[src/rtl/uart_tx_cfg_if.sv]
// Byte-input handshake between a bus-side producer and the UART transmitter.
interface uart_tx_cfg_if #(
   parameter int unsigned DATA_BITS = 8
) ();

   logic [DATA_BITS-1:0] s_data;
   logic                 s_valid;
   logic                 s_ready;

   // Producer side: offers words, observes back-pressure.
   modport master (
      output s_data,
      output s_valid,
      input  s_ready
   );

   // Transmitter side: accepts words when it has FIFO room.
   modport slave (
      input  s_data,
      input  s_valid,
      output s_ready
   );

endinterface

[src/rtl/uart_tx_cfg.sv]
// Configurable UART transmitter: FIFO-fed, N data bits, optional parity,
// 1 or 2 stop bits, back-to-back frames while the FIFO holds data.
// tx is a registered copy of the bit selected by the FSM, so the line lags
// the FSM state by exactly one cycle; frame_done is delayed to match.
module uart_tx_cfg #(
   parameter int unsigned CLKS_PER_BIT = 100,
   parameter int unsigned DATA_BITS    = 8,
   parameter int unsigned PARITY       = 0,
   parameter int unsigned STOP_BITS    = 1,
   parameter int unsigned FIFO_DEPTH   = 4
) (
   input  logic                              clk,
   input  logic                              rst_n,
   uart_tx_cfg_if.slave                      s,
   output logic                              tx,
   output logic                              busy,
   output logic [$clog2(FIFO_DEPTH+1)-1:0]   fifo_count,
   output logic                              frame_done
);

   localparam int unsigned CNT_W  = $clog2(CLKS_PER_BIT) + 1;
   localparam int unsigned IDX_W  = $clog2(DATA_BITS + 1);
   localparam int unsigned PTR_W  = $clog2(FIFO_DEPTH);
   localparam int unsigned FCNT_W = $clog2(FIFO_DEPTH + 1);

   typedef enum logic [2:0] {
      ST_IDLE,
      ST_START,
      ST_DATA,
      ST_PAR,
      ST_STOP
   } state_t;

   state_t               state;
   logic [CNT_W-1:0]     bit_cnt;
   logic [IDX_W-1:0]     bit_idx;
   logic [DATA_BITS-1:0] shift;
   logic                 par_bit;
   logic                 stop_end;

   logic [DATA_BITS-1:0] mem [FIFO_DEPTH];
   logic [PTR_W-1:0]     wr_ptr;
   logic [PTR_W-1:0]     rd_ptr;

   logic                 bit_end_c;
   logic                 last_data_c;
   logic                 last_stop_c;
   logic                 stop_done_c;
   logic                 empty_c;
   logic                 push_c;
   logic                 pop_c;
   logic [FCNT_W-1:0]    count_n_c;
   logic [DATA_BITS-1:0] head_c;
   logic                 head_par_c;
   logic                 tx_c;
   logic                 busy_c;

   // Bit timing, FIFO handshake and the line value for the current state.
   always_comb begin
      bit_end_c   = (bit_cnt == CNT_W'(CLKS_PER_BIT - 1));
      last_data_c = (bit_idx == IDX_W'(DATA_BITS - 1));
      last_stop_c = (bit_idx == IDX_W'(STOP_BITS - 1));
      stop_done_c = (state == ST_STOP) && bit_end_c && last_stop_c;
      empty_c     = (fifo_count == '0);
      push_c      = s.s_valid && s.s_ready;
      pop_c       = !empty_c && ((state == ST_IDLE) || stop_done_c);
      head_c      = mem[rd_ptr];
      head_par_c  = (PARITY == 2) ? ~^head_c : ^head_c;

      count_n_c = fifo_count;
      case ({push_c, pop_c})
         2'b10:   count_n_c = fifo_count + FCNT_W'(1);
         2'b01:   count_n_c = fifo_count - FCNT_W'(1);
         default: count_n_c = fifo_count;
      endcase

      tx_c = 1'b1;
      case (state)
         ST_IDLE:  tx_c = 1'b1;
         ST_START: tx_c = 1'b0;
         ST_DATA:  tx_c = shift[0];
         ST_PAR:   tx_c = par_bit;
         ST_STOP:  tx_c = 1'b1;
         default:  tx_c = 1'b1;
      endcase

      // A frame is still in flight through the tx register while the FSM
      // is non-idle, so this stays high until frame_done rises.
      busy_c = pop_c || (state != ST_IDLE) || (count_n_c != '0);
   end

   // FIFO storage; contents need no reset because pointers define validity.
   always_ff @(posedge clk) begin
      if (push_c) begin
         mem[wr_ptr] <= s.s_data;
      end
   end

   // FIFO pointers, occupancy and registered ready.
   always_ff @(posedge clk or negedge rst_n) begin
      if (!rst_n) begin
         wr_ptr     <= '0;
         rd_ptr     <= '0;
         fifo_count <= '0;
         s.s_ready  <= 1'b1;
      end else begin
         if (push_c) begin
            wr_ptr <= wr_ptr + PTR_W'(1);
         end
         if (pop_c) begin
            rd_ptr <= rd_ptr + PTR_W'(1);
         end
         fifo_count <= count_n_c;
         s.s_ready  <= (count_n_c != FCNT_W'(FIFO_DEPTH));
      end
   end

   // Frame FSM with bit-time and bit-index counters and registered outputs.
   always_ff @(posedge clk or negedge rst_n) begin
      if (!rst_n) begin
         state      <= ST_IDLE;
         bit_cnt    <= '0;
         bit_idx    <= '0;
         shift      <= '0;
         par_bit    <= 1'b0;
         tx         <= 1'b1;
         busy       <= 1'b0;
         stop_end   <= 1'b0;
         frame_done <= 1'b0;
      end else begin
         tx         <= tx_c;
         busy       <= busy_c;
         stop_end   <= stop_done_c;
         frame_done <= stop_end;

         case (state)
            ST_IDLE: begin
               bit_cnt <= '0;
               bit_idx <= '0;
               if (pop_c) begin
                  shift   <= head_c;
                  par_bit <= head_par_c;
                  state   <= ST_START;
               end
            end

            ST_START: begin
               if (bit_end_c) begin
                  bit_cnt <= '0;
                  state   <= ST_DATA;
               end else begin
                  bit_cnt <= bit_cnt + CNT_W'(1);
               end
            end

            ST_DATA: begin
               if (bit_end_c) begin
                  bit_cnt <= '0;
                  shift   <= shift >> 1;
                  if (last_data_c) begin
                     bit_idx <= '0;
                     state   <= (PARITY != 0) ? ST_PAR : ST_STOP;
                  end else begin
                     bit_idx <= bit_idx + IDX_W'(1);
                  end
               end else begin
                  bit_cnt <= bit_cnt + CNT_W'(1);
               end
            end

            ST_PAR: begin
               if (bit_end_c) begin
                  bit_cnt <= '0;
                  state   <= ST_STOP;
               end else begin
                  bit_cnt <= bit_cnt + CNT_W'(1);
               end
            end

            ST_STOP: begin
               if (bit_end_c) begin
                  bit_cnt <= '0;
                  if (last_stop_c) begin
                     bit_idx <= '0;
                     // Chain straight into the next frame when data waits.
                     if (pop_c) begin
                        shift   <= head_c;
                        par_bit <= head_par_c;
                        state   <= ST_START;
                     end else begin
                        state   <= ST_IDLE;
                     end
                  end else begin
                     bit_idx <= bit_idx + IDX_W'(1);
                  end
               end else begin
                  bit_cnt <= bit_cnt + CNT_W'(1);
               end
            end

            default: begin
               state   <= ST_IDLE;
               bit_cnt <= '0;
               bit_idx <= '0;
            end
         endcase
      end
   end

endmodule

[src/flat_wrapper.sv]
// flat-port wrapper written by rule: the top's interface ports become plain ports
module uart_tx_cfg_flat 
#(
   parameter int unsigned CLKS_PER_BIT = 100,
   parameter int unsigned DATA_BITS    = 8,
   parameter int unsigned PARITY       = 0,
   parameter int unsigned STOP_BITS    = 1,
   parameter int unsigned FIFO_DEPTH   = 4
)
  (clk, rst_n, tx, busy, fifo_count, frame_done, s_s_data, s_s_valid, s_s_ready);
  uart_tx_cfg_if #(.DATA_BITS(DATA_BITS)) s_i ();
  input  logic clk;
  input  logic rst_n;
  output logic tx;
  output logic busy;
  output logic [$clog2(FIFO_DEPTH+1)-1:0] fifo_count;
  output logic frame_done;
  input wire logic [$bits(s_i.s_data)-1:0] s_s_data;
  input wire logic [$bits(s_i.s_valid)-1:0] s_s_valid;
  output wire logic [$bits(s_i.s_ready)-1:0] s_s_ready;
  assign s_i.s_data = s_s_data;
  assign s_i.s_valid = s_s_valid;
  assign s_s_ready = s_i.s_ready;
  uart_tx_cfg #(.CLKS_PER_BIT(CLKS_PER_BIT), .DATA_BITS(DATA_BITS), .PARITY(PARITY), .STOP_BITS(STOP_BITS), .FIFO_DEPTH(FIFO_DEPTH)) u_core (.clk(clk), .rst_n(rst_n), .s(s_i), .tx(tx), .busy(busy), .fifo_count(fifo_count), .frame_done(frame_done));
endmodule
[config.mk]
export PLATFORM = sky130hd
export DESIGN_NAME = uart_tx_cfg_flat
export DESIGN_NICKNAME = d
export VERILOG_FILES = /design/src/rtl/uart_tx_cfg_if.sv /design/src/rtl/uart_tx_cfg.sv /design/src/flat_wrapper.sv
export SDC_FILE = /design/constraint.sdc
export NUM_CORES = 1
export LEC_CHECK = 0
export BUFFER_PORTS_ARGS = -buffer_cell sky130_fd_sc_hd__buf_2
export CAP_MARGIN = 25
export CELL_PAD_IN_SITES_DETAIL_PLACEMENT = 0
export CELL_PAD_IN_SITES_GLOBAL_PLACEMENT = 1
export CORE_MARGIN = 4
export CORE_UTILIZATION = 50
export DETAILED_ROUTE_END_ITERATION = 10
export PLACE_DENSITY = 0.77
export RECOVER_POWER = 25
export SYNTH_ARGS = -nofsm -noshare
export SYNTH_HDL_FRONTEND = slang
export SYNTH_SLANG_ARGS = --single-unit
[constraint.sdc]
create_clock -name clk -period 4.09 [get_ports clk]
set_clock_uncertainty 0.2 [all_clocks]
set_input_delay 0.6135 -clock clk [delete_from_list [all_inputs] [get_ports clk]]
set_output_delay 0.6135 -clock clk [all_outputs]
set_load 0.05 [all_outputs]
-- Word level (Yosys, flattened, before mapping)
Memory sizes are Yosys's and may differ from the RTL's.
Index checks and enable logic that the tools add are counted.
- mux-type cells: 29
- equality and inequality tests: 16
- bitwise logic cells: 1
- $add $sub $neg: 6
- reductions and logical operators: 22
- operators by type and width (operator ; count):
    $mux 8 ; 6
    $pmux 8 s3 ; 1
    $mux 3 ; 7
    $mux 4 ; 4
    $pmux 3 s5 ; 1
    $ne 2x1->1 const B ; 7
    $pmux 4 s3 ; 1
    $reduce_bool 3->1 ; 3
    $add 8x1->8 const B ; 1
    $eq 8x7->1 const B ; 1
    $reduce_xor 8->1 ; 1
    $reduce_and 7->1 ; 1
    $eq 3x2->1 const B ; 2
    $logic_not 3->1 ; 2
    $mux 1 ; 6
    $pmux 3 s2 ; 1
    $reduce_and 3->1 ; 2
    $add 2x1->2 const B ; 2
    $add 4x1->4 const B ; 1
    $eq 4x3->1 const B ; 1
    $logic_and 1x1->1 ; 4
    $logic_not 4->1 ; 1
    $reduce_and 4->1 ; 1
    $reduce_or 4->1 ; 1
    14 further kinds ; 16
- flip-flop bits (word level): 36
- word-level logic and storage cells: 88
- memories kept: 1
- memory bits (writable): 32
- output and inout bits: 7
- bits of input ports: 11
- memory list (memory ; words ; width ; rd ports ; clocked after memory_dff ; wr ports ; RTL line ; source):
    u_core.mem ; 4 ; 8 ; 1 ; 0 ; 1 ; uart_tx_cfg.sv:41 ; logic [DATA_BITS-1:0] mem [FIFO_DEPTH];

-- Logic depth before layout (Yosys ltp)
Gate-level depths: netlist of run 1.
- depth in word-level cells: 9
- mapped depth: 14
- mapped depth without buffers: 13

-- Least setup slack after synthesis of run 1
OpenSTA, ideal clock, no wires.
- path type: register to register
- from: reg u_core.bit_cnt[0]
- to: reg u_core.s.s_ready
- data required time: 3807 ps
- data arrival time: 2653 ps
- cell stages (with the launch flop): 14
- buffers on the path: 1
- period minus slack after synthesis: 2935 ps
- library setup time: 83 ps
- path slack: 1155 ps
- cell sequence: dfrtp_1 ha_1 or3b_4 nor4_4 o21bai_2 buf_6 inv_2 ha_1 inv_1 fa_1 xor2_1 nor2_1 xor2_1 nand2_1
- word-level cells in the longest chain between the ends: 8
- elaborated cells between the ends (all ways): 9
- those cells by class: eq/ne (4); mux (1); reduce/logical (4)
- RTL lines (element ; RTL line ; source):
    from (decl) ; uart_tx_cfg.sv:35 ; logic [CNT_W-1:0] bit_cnt;
    from (signal assigned) ; uart_tx_cfg.sv:152 ; bit_cnt <= bit_cnt + CNT_W'(1);
    from (signal assigned) ; uart_tx_cfg.sv:167 ; bit_cnt <= bit_cnt + CNT_W'(1);
    from (signal assigned) ; uart_tx_cfg.sv:176 ; bit_cnt <= bit_cnt + CNT_W'(1);
    $eq 8x7->1 * ; uart_tx_cfg.sv:60 ; bit_end_c = (bit_cnt == CNT_W'(CLKS_PER_BIT - 1));
    $logic_and 1x1->1 * (2 in series) ; uart_tx_cfg.sv:63 ; stop_done_c = (state == ST_STOP) && bit_end_c && last_stop_c;
    named net u_core.stop_done_c ; uart_tx_cfg.sv:48 ; logic stop_done_c;
    $logic_or 1x1->1 * ; uart_tx_cfg.sv:66 ; pop_c = !empty_c && ((state == ST_IDLE) || stop_done_c);
    $logic_and 1x1->1 * ; uart_tx_cfg.sv:66 ;
    $eq 2x1->1 or $eq 2x2->1 (tied branches) ; uart_tx_cfg.sv:71 ; case ({push_c, pop_c})
    $pmux 3 s2 * ; uart_tx_cfg.sv:71 ;
    named net u_core.count_n_c[2] ; uart_tx_cfg.sv:52 ; logic [FCNT_W-1:0] count_n_c;
    $ne 3x3->1 * ; uart_tx_cfg.sv:114 ; s.s_ready <= (count_n_c != FCNT_W'(FIFO_DEPTH));
    to (signal assigned) ; uart_tx_cfg.sv:114 ;
    to (decl) ; uart_tx_cfg_if.sv:21 ; output s_ready
Mark *: on every way through the listed nets, which the timed path passes. The rest lies on a longest branch.
A chain may end at the register's enable or synchronous reset.

-- Worst setup path after layout of run 1
Ends and elaborated chain as after synthesis.

==> results of run 1 <==
-- metrics by stage --
step | hold slack, ns | cells
after detailed placement | 0.139 | 318
after floorplan | 0.118 | 232
after global placement | 0.148 | 318
after global routing | 0.168 | 334
after CTS | 0.157 | 334
final | 0.154 | 334
-- per-layer routing --
metal	wire length [um]	part of all wire (%)
met1	2450	47
met2	2550	49
met3	149	2.8
met4	104	2.0
met5	0	0
-- power groups by stage --
stage                     combinational, mW  clock, mW  sequential [mW]
after floorplan                       0.709          0             1.08
after global placement                0.886          0             1.07
after detailed placement              0.902          0             1.07
after CTS                             0.904      0.507             1.06
after global routing                  0.992      0.540             1.09
final                                 0.885      0.497             1.06
-- critical path, cell delays in order (launching register included) --
cell and delay (ns):
dfrtp_1 0.40, ha_1 0.27, or3b_4 0.44, nor4_4 0.30, o21bai_2 0.25, inv_2 0.11
ha_1 0.17, inv_1 0.06, fa_1 0.37, xor2_1 0.15, nor2_1 0.11, xor2_1 0.19
nand2_1 0.07
-- worst min-delay path by stage --
stage / startpoint / to / slack [ns]
global placement: u_core.stop_end / u_core.frame_done / 0.15
global route: u_core.stop_end / u_core.frame_done / 0.17
floorplan: rst_n / u_core.bit_cnt[0] / 0.12
finish: u_core.stop_end / u_core.frame_done / 0.15
detailed placement: u_core.stop_end / u_core.frame_done / 0.14
CTS: u_core.stop_end / u_core.frame_done / 0.16
-- synthesized netlist by cell type (all sizes together) (2+ instances only) --
| cell type | n |
|---|---|
| a21oi | 6 |
| a31oi | 2 |
| and3 | 4 |
| buf | 2 |
| clkbuf | 5 |
| dfrtp | 34 |
| dfstp | 2 |
| edfxtp | 32 |
| ha | 8 |
| inv | 12 |
| mux4 | 8 |
| nand2 | 13 |
| nand3 | 8 |
| nor2 | 15 |
| nor2b | 3 |
| nor3 | 3 |
| nor3b | 3 |
| o21ai | 14 |
| o22a | 14 |
| or2 | 2 |
| or3b | 4 |
| xnor2 | 13 |
| xor2 | 6 |
-- final cells by class --
| type | instances | area share, % |
|---|---|---|
| timing repair buffer | 18 | 2.37 |
| clock inverter | 7 | 1.49 |
| tap | 75 | 2.73 |
| sequential | 68 | 54.3 |
| inverter | 12 | 1.31 |
| multi-input combinational | 145 | 34.2 |
| clock buffer | 9 | 3.61 |
-- cells by family (layout without fill, tap and decap cells) --
| group | after synthesis | in the layout |
|---|---|---|
| DFF | 68 | 68 |
| and+or+nand+nor | 65 | 65 |
| AOI/OAI and AO/OA | 43 | 43 |
| xor gates and xnor gates | 19 | 19 |
| buffers and inverters | 19 | 46 |
| adders and majority gates | 9 | 9 |
| muxes | 9 | 9 |
-- sequential cells by signal, summed over array words and instances (netlist names) --
| register | cells |
|---|---|
| u_core.rd_ptr | 2 |
| u_core.mem | 32 |
| u_core.tx | 1 |
| u_core.s.s_ready | 1 |
| u_core.busy | 1 |
| u_core.fifo_count | 3 |
| u_core.state | 3 |
| u_core.par_bit | 1 |
| u_core.frame_done | 1 |
| u_core.bit_cnt | 8 |
| u_core.shift | 8 |
| u_core.wr_ptr | 2 |
| u_core.bit_idx | 4 |
| u_core.stop_end | 1 |
==> impl_metrics.toml, run 1 <==
[status]
status = "finished, violations left"
violations = "max-capacitance violations, max-slew violations"

[clocking]
clock_path_buffers = 2
cts_buffers = 9
clock-sinks = 68
cts_resized = 0
clkLatencyLatePin_ns = 0.34
root_buffer = "clkbuf_8"
cts.htree.levels = 3
cts_tree = "done"
cts_setup_buffers = 0
path_clk_slew_ns = 0.09
hold_buffers = 0

[detailed_routing]
detail_route.iter0.violations = 53
vias = 1833
postRouteAntennaNets = 0
viasPerCell = 5.49
wl_per_cell_um = 15.7
drcViolationCount = 0
routed_wl_um = 5260
firstDrtPassIters = 4

[critical_path]
startpoint_type = "flop"
crit_type = "flop to flop"
r2r_slack_ns = 0.94
regToRegEndpoint = "u_core.s.s_ready"
r2r_cells = 12
worstPathArrival_ns = 3.23
r2r-start = "u_core.bit_cnt[0]"
cp_data_required_time_ns = 4.17
crit_fanout = 13
crit_start = "u_core.bit_cnt[0]"
critPathCaptureType = "flop"
cp-endpoint = "u_core.s.s_ready"

[synthesis]
yosys.area_share.adder_pct = 3.85
ys_seq_area_share_pct = 59.7
synth_area_um2 = 3120
syn_area_per_cell_um2 = 13.5
synth-xor-area-share_pct = 5.33
synthArstFlopShare_pct = 52.9
synth_top_family_by_area = "simple AND/OR/NAND/NOR gates"
synth_compound_area_share_pct = 9.86
yosys_warnings = 0
synthFlopType = "dfrtp_1"
ys_types = 51
synthTopCellsByArea = "edfxtp_1 (31%), dfrtp_1 (27%), mux4_2 (5.8%)"
synth_top_area_share_pct = 30.8
syn_nets = 252
synth.area.mux_share_pct = 6.13
synth_top_area_cell = "edfxtp_1"
synth_edf_count = 32
synthSimpleGateAreaFrac_pct = 12.5
synthCells = 232
yosys_register_bits = 68

[power]
ir_drop_uv = 344
power_mw = 2.44
power_leakage_nw = 1.32
power.clock.fraction_pct = 20.4
p_sw_mw = 0.898
combinationalPowerShare_pct = 36.3
swShare_pct = 36.8
p_int_mw = 1.54
power_density_nw_per_um2 = 710
seq_power_share_pct = 43.3

[global_routing]
grtUsageTotal_pct = 16.0
use_met1_pct = 19.9
gr-total-overflow = 0
grt_pass1_wl_um = 9090
busiest_layer = "met2"
grt_pass1_vias = 1917
grt_max_degree = 37
antenna_found_initial = 0
grtUsageMet2_pct = 26.6
gr-usage-met3_pct = 3.12

[timing]
worstMarginPinSlew_ns = 1.94
hold_violations = 0
finalSetupViolCount = 0
max_freq_ghz = 0.317
period_needed_ns = 3.15
finalCritPeriodShare_pct = 77.1
final-max-slew-violation-count = 37
rsz0062_at_grt = "no"
tns_ns = 0
fin_ws_ns = 0.937
max_slew_margin_pct = -29.5

[layout]
antenna_cells = 0
area_growth_pct = 10.1
drive_above_1_share_pct = 17.8
design_area_um2 = 3440
multi_input_area_um2 = 1180
seq_area_um2 = 1860
layout_common_cells = "dfrtp_1 (34), edfxtp_1 (32), nor2_1 (15)"
final_common_cell = "dfrtp_1"
utilization_pct = 57.4
finalNetCount = 274
num-fill-cells = 511

[floorplanning]
die_h_um = 87
io_pins = 18
die_area_um2 = 7570
fp.dieW_um = 87
rows = 28
start_util_pct = 52.1
core_um2 = 5990

[worst_hold_path]
holdCritPathClass = "flop to flop"
hold_depth = 0

[placed_design]
dp_slack_ns = 0.922
postPlaceCellArea_um2 = 3270
hpwlAfterDp_um = 3620
place.gp.congestion = 0.741
numPortBuffers = 17

[job]
maxCapViolations = 1
No activity file was read; power rests on OpenSTA's default activity.
==> inputs of run 2 (changes only) <==
clock period = 3.03 ns   (was 4.09 ns; I/O delays follow)
==> impl_metrics.toml, run 2 (synthesis results as in run 1) <==
[critical_path]
crit_fanout = 4
startpoint_type = "flop"
worstPathArrival_ns = 2.85
critPathCaptureType = "flop"
r2r_cells = 11
crit_type = "flop to flop"
cp_data_required_time_ns = 3.04

[job]
maxCapViolations = 1

[floorplanning]
start_util_pct = 52.1
die_h_um = 87
rows = 28
fp.dieW_um = 87
die_area_um2 = 7570
io_pins = 18
core_um2 = 5990

[layout]
finalNonFillerCells = 342
area_growth_pct = 13.8
regMostFlops = "u_core.mem"
drive_above_1_share_pct = 21.0
final_common_cell = "dfrtp_1"
utilization_pct = 59.3
finalNetCount = 282
largest_reg_flops = 32
antenna_cells = 0
layout_common_cells = "dfrtp_1 (34), edfxtp_1 (32), nor2_1 (15)"
top_regs = "u_core.mem x32, u_core.bit_cnt x8, u_core.shift x8"

[detailed_routing]
topRoutingLayerUsed = "met4"
postRouteAntennaNets = 0
drt-met1-wl_um = 2430
routed-wl-met2_um = 2510
firstDrtPassIters = 4
detail_route.iter0.violations = 57
wl_per_cell_um = 15.2
drcViolationCount = 0
vias = 1841
wl_met3_um = 148
viasPerCell = 5.38
routed_wl_um = 5180

[timing]
max_freq_ghz = 0.352
worstMarginPinSlew_ns = 1.93
finalCritPeriodShare_pct = 93.7
hold_violations = 0
period_needed_ns = 2.84
tns_ns = 0
hold_ws_ns = 0.159
final-max-slew-violation-count = 37
finalSetupViolCount = 0
max_slew_margin_pct = -28.7

[clocking]
root_buffer = "clkbuf_8"
hold_buffers = 0
clkLatencyLatePin_ns = 0.34
clock-sinks = 68
path_clk_slew_ns = 0.08
cts_tree = "done"
cts_buffers = 9
cts.htree.levels = 3
clock_path_buffers = 2

[power]
power_density_nw_per_um2 = 981
combinationalPowerShare_pct = 36.6
swShare_pct = 34.4
power_leakage_nw = 1.38
ir_drop_uv = 582
p_sw_mw = 1.20
power.clock.fraction_pct = 23.5
p_int_mw = 2.29
seq_power_share_pct = 39.8

[global_routing]
grtUsageTotal_pct = 15.5
antenna_found_initial = 0
grt_pass1_wl_um = 8820
grt_pass1_vias = 1853
gr-total-overflow = 0
grt_max_degree = 37

[placed_design]
hpwlAfterDp_um = 3580
numPortBuffers = 17
place.gp.congestion = 0.770
dpl.cell_count = 325

[worst_hold_path]
hold_depth = 1
holdCritPathClass = "input port to flop"

[status]
violations = "max-capacitance violations, max-slew violations"
status = "finished, violations left"
-- run 2: cell types whose count changed in the layout (fill, tap and decap cells not counted), sizes merged --
cell      delta
bufinv       +2
clkinvlp     -2
buf          +8
-- run 2: final timing paths --
| check | to | slack [ns] | startpoint |
|---|---|---|---|
| worst max register to register | u_core.busy | 0.19 | u_core.bit_cnt[0] |
| worst min-delay path | u_core.mem[2][1] | 0.16 | s_s_data[1] |
| worst min register to register | u_core.frame_done | 0.16 | u_core.stop_end |
| min in group asynchronous | u_core.bit_cnt[7] | 0.44 | rst_n |
| worst max-delay path | u_core.busy | 0.19 | u_core.bit_cnt[0] |
| max in group asynchronous | u_core.shift[7] | 1.07 | rst_n |
-- run 2: what timing repair did --
action,CTS,global route
buffers inserted,0,1
endpoints found under the hold margin,0,0
setup endpoints to repair,0,3
resized for setup,0,3
-- run 2: power groups by stage --
stage / Clock [mW] / Sequential (mW) / Combinational, mW
final: 0.820 / 1.39 / 1.28
after global routing: 0.885 / 1.42 / 1.42
after CTS: 0.841 / 1.39 / 1.28
after detailed placement: 0 / 1.41 / 1.27
after global placement: 0 / 1.41 / 1.26
after floorplan: 0 / 1.46 / 0.957
-- run 2: stage by stage --
stage / area [um^2] / power [mW] / setup WS, ns
after global routing: 3550 / 3.73 / -0.0282
after CTS: 3550 / 3.52 / 0.110
after global placement: 3320 / 2.67 / 0.218
final: 3550 / 3.48 / 0.191
after floorplan: 3120 / 2.41 / 0.0945
after detailed placement: 3320 / 2.69 / 0.134
-- run 2: layout make-up --
cell class | instances | area [um^2]
well taps | 75 | 93.8
fillers | 480 | 2440
multi-input cells | 145 | 1180
clock buffers | 9 | 124
flip-flops and latches | 68 | 1860
inverters | 12 | 45.0
clock inverters | 7 | 98.8
repair buffers | 26 | 141
-- run 2: worst max-delay path: stages (launching register included) --
cell,delay [ns]
dfrtp_1,0.39
ha_2,0.19
or3b_4,0.41
nor4_4,0.28
o21bai_2,0.10
inv_2,0.07
ha_2,0.17
inv_1,0.05
fa_2,0.51
o21ai_0,0.11
nor2_1,0.14
nand3_1,0.09
-- run 2: layer usage --
| layer | GRT usage (%) | vias to the layer above |
|---|---|---|
| met1 | 19.8 | 890 |
| met5 | 0 | - |
| met2 | 25.3 | 20 |
| met3 | 3.97 | 11 |
| met4 | 6.37 | 0 |
| li1 | - | 920 |
==> inputs of run 3 (changes only) <==
BUFFER_PORTS_ARGS = -buffer_cell sky130_fd_sc_hd__buf_4   (was -buffer_cell sky130_fd_sc_hd__buf_2)
CORE_UTILIZATION = 52   (was 50)
CTS_BUF_LIST = sky130_fd_sc_hd__clkbuf_4 sky130_fd_sc_hd__clkbuf_8   (was unset)
PLACE_DENSITY = 0.79   (was 0.77)
==> impl_metrics.toml, run 3 (synthesis results as in run 1) <==
[layout]
utilization_pct = 62.7
area_growth_pct = 14.0
largest_reg_flops = 32
layout_common_cells = "dfrtp_1 (34), edfxtp_1 (32), buf_4 (16)"
antenna_cells = 0
finalNetCount = 282
drive_above_1_share_pct = 19.9
finalNonFillerCells = 339
final_common_cell = "dfrtp_1"
design_area_um2 = 3560
regMostFlops = "u_core.mem"
num-fill-cells = 454
top_regs = "u_core.mem x32, u_core.bit_cnt x8, u_core.shift x8"

[job]
maxCapViolations = 0

[critical_path]
crit_type = "flop to flop"
r2r_cells = 12
r2r_slack_ns = 0.18
crit_fanout = 4
startpoint_type = "flop"
r2r-start = "u_core.bit_cnt[0]"
cp_data_required_time_ns = 3.10
crit_start = "u_core.bit_cnt[0]"
regToRegEndpoint = "u_core.s.s_ready"
critPathCaptureType = "flop"
worstPathArrival_ns = 2.91
cp-endpoint = "u_core.s.s_ready"

[power]
p_int_mw = 2.29
ir_drop_uv = 572
power_density_nw_per_um2 = 977
seq_power_share_pct = 40.2
combinationalPowerShare_pct = 36.8
swShare_pct = 34.2
power_leakage_nw = 1.39
power.clock.fraction_pct = 23.0
p_sw_mw = 1.19

[floorplanning]
die_h_um = 85.5
fp.dieW_um = 85.5
core_um2 = 5680
io_pins = 18
die_area_um2 = 7300
rows = 27
start_util_pct = 55.0

[detailed_routing]
viasPerCell = 5.38
vias = 1823
drcViolationCount = 0
wl_per_cell_um = 15.5
postRouteAntennaNets = 0
detail_route.iter0.violations = 65
firstDrtPassIters = 4
routed_wl_um = 5270

[placed_design]
hpwlAfterDp_um = 3640
numPortBuffers = 17
dpl.cell_count = 322
postPlaceCellArea_um2 = 3360
place.gp.congestion = 0.775

[timing]
final-max-slew-violation-count = 0
rsz0062_at_grt = "no"
hold_violations = 0
period_needed_ns = 2.85
worstMarginPinSlew_ns = 0.902
tns_ns = 0
max_slew_margin_pct = 39.9
max_freq_ghz = 0.351
finalSetupViolCount = 0
finalCritPeriodShare_pct = 94.0

[clocking]
path_clk_slew_ns = 0.08
clock_path_buffers = 2
clkLatencyLatePin_ns = 0.34
clock-sinks = 68
root_buffer = "clkbuf_8"
cts.htree.levels = 3
cts_buffers = 9
cts_tree = "done"
cts_setup_buffers = 0

[worst_hold_path]
holdCritPathClass = "input port to flop"

[global_routing]
grt_max_degree = 37
grt_pass1_wl_um = 9180
antenna_found_initial = 0
grtUsageTotal_pct = 16.4
grt_pass1_vias = 1837
gr-total-overflow = 0

[status]
status = "finished clean"
## run 3: changes by cell type in the layout (fill, tap and decap cells not counted), moves of 2 or more
| cell | before | now |
|---|---|---|
| buf_2 | 8 | 0 |
| buf_4 | 9 | 16 |
| ha_2 | 2 | 0 |
| inv_6 | 2 | 0 |
| clkinv_2 | 0 | 2 |
| ha_1 | 6 | 8 |
## run 3: area by class of cell
type / instances / area [um^2] / share of cell area [%]
flip-flops and latches: 68 / 1860 / 52.4
inverters: 12 / 45.0 / 1.27
repair buffers: 26 / 165 / 4.64
clock buffers: 9 / 124 / 3.48
well taps: 72 / 90.1 / 2.53
clock inverters: 7 / 91.3 / 2.57
multi-input cells: 145 / 1180 / 33.1
## run 3: critical path: stages (launching register included)
cell and delay, ns:
dfrtp_1 0.39, ha_1 0.18, or3b_4 0.41, nor4_4 0.26, o21bai_2 0.12, inv_2 0.07
ha_1 0.17, inv_1 0.06, fa_1 0.37, xor2_1 0.15, nor2_1 0.12, xor2_1 0.21
nand2_1 0.08
## run 3: worst min-delay path by stage
stage	startpoint	end	slack [ns]	cells past startpoint
global route	s_s_data[2]	u_core.mem[2][2]	0.18	1
detailed placement	u_core.stop_end	u_core.frame_done	0.17	0
finish	s_s_data[2]	u_core.mem[2][2]	0.18	1
floorplan	rst_n	u_core.bit_cnt[0]	-0.04	0
CTS	s_s_data[2]	u_core.mem[2][2]	0.1	1
global placement	u_core.stop_end	u_core.frame_done	0.16	0
## run 3: metal layers
metal  vias up  global-route usage (%)  wire (um)  part of all wire [%]
met5         -                       0          0                     0
met4         0                    7.63        114                   2.2
met3         8                    3.59        136                   2.6
met2        22                    25.1       2470                    47
met1       875                    22.2       2550                    48
li1        918                       -          -                     -
## run 3: through the flow
step | worst slack [ns] | power, mW | hold WS (ns)
final | 0.183 | 3.47 | 0.175
after global routing | 0.00633 | 3.71 | 0.178
after CTS | 0.150 | 3.53 | 0.0964
after detailed placement | 0.172 | 2.71 | 0.172
after global placement | 0.217 | 2.69 | 0.158
after floorplan | 0.0945 | 2.41 | -0.0411
## run 3: power by group through the flow
stage          clock network, mW  registers, mW  logic (mW)
2_1_floorplan                  0           1.46       0.957
3_3_place_gp                   0           1.41        1.29
3_5_place_dp                   0           1.42        1.29
4_1_cts                    0.820           1.41        1.30
5_1_grt                    0.857           1.43        1.42
6_report                   0.798           1.40        1.28
## run 3: repair_timing
action,in CTS,in global routing
setup endpoints to repair,0,1
hold endpoints to repair,34,0
hold buffers,1,0
resized for setup,0,1
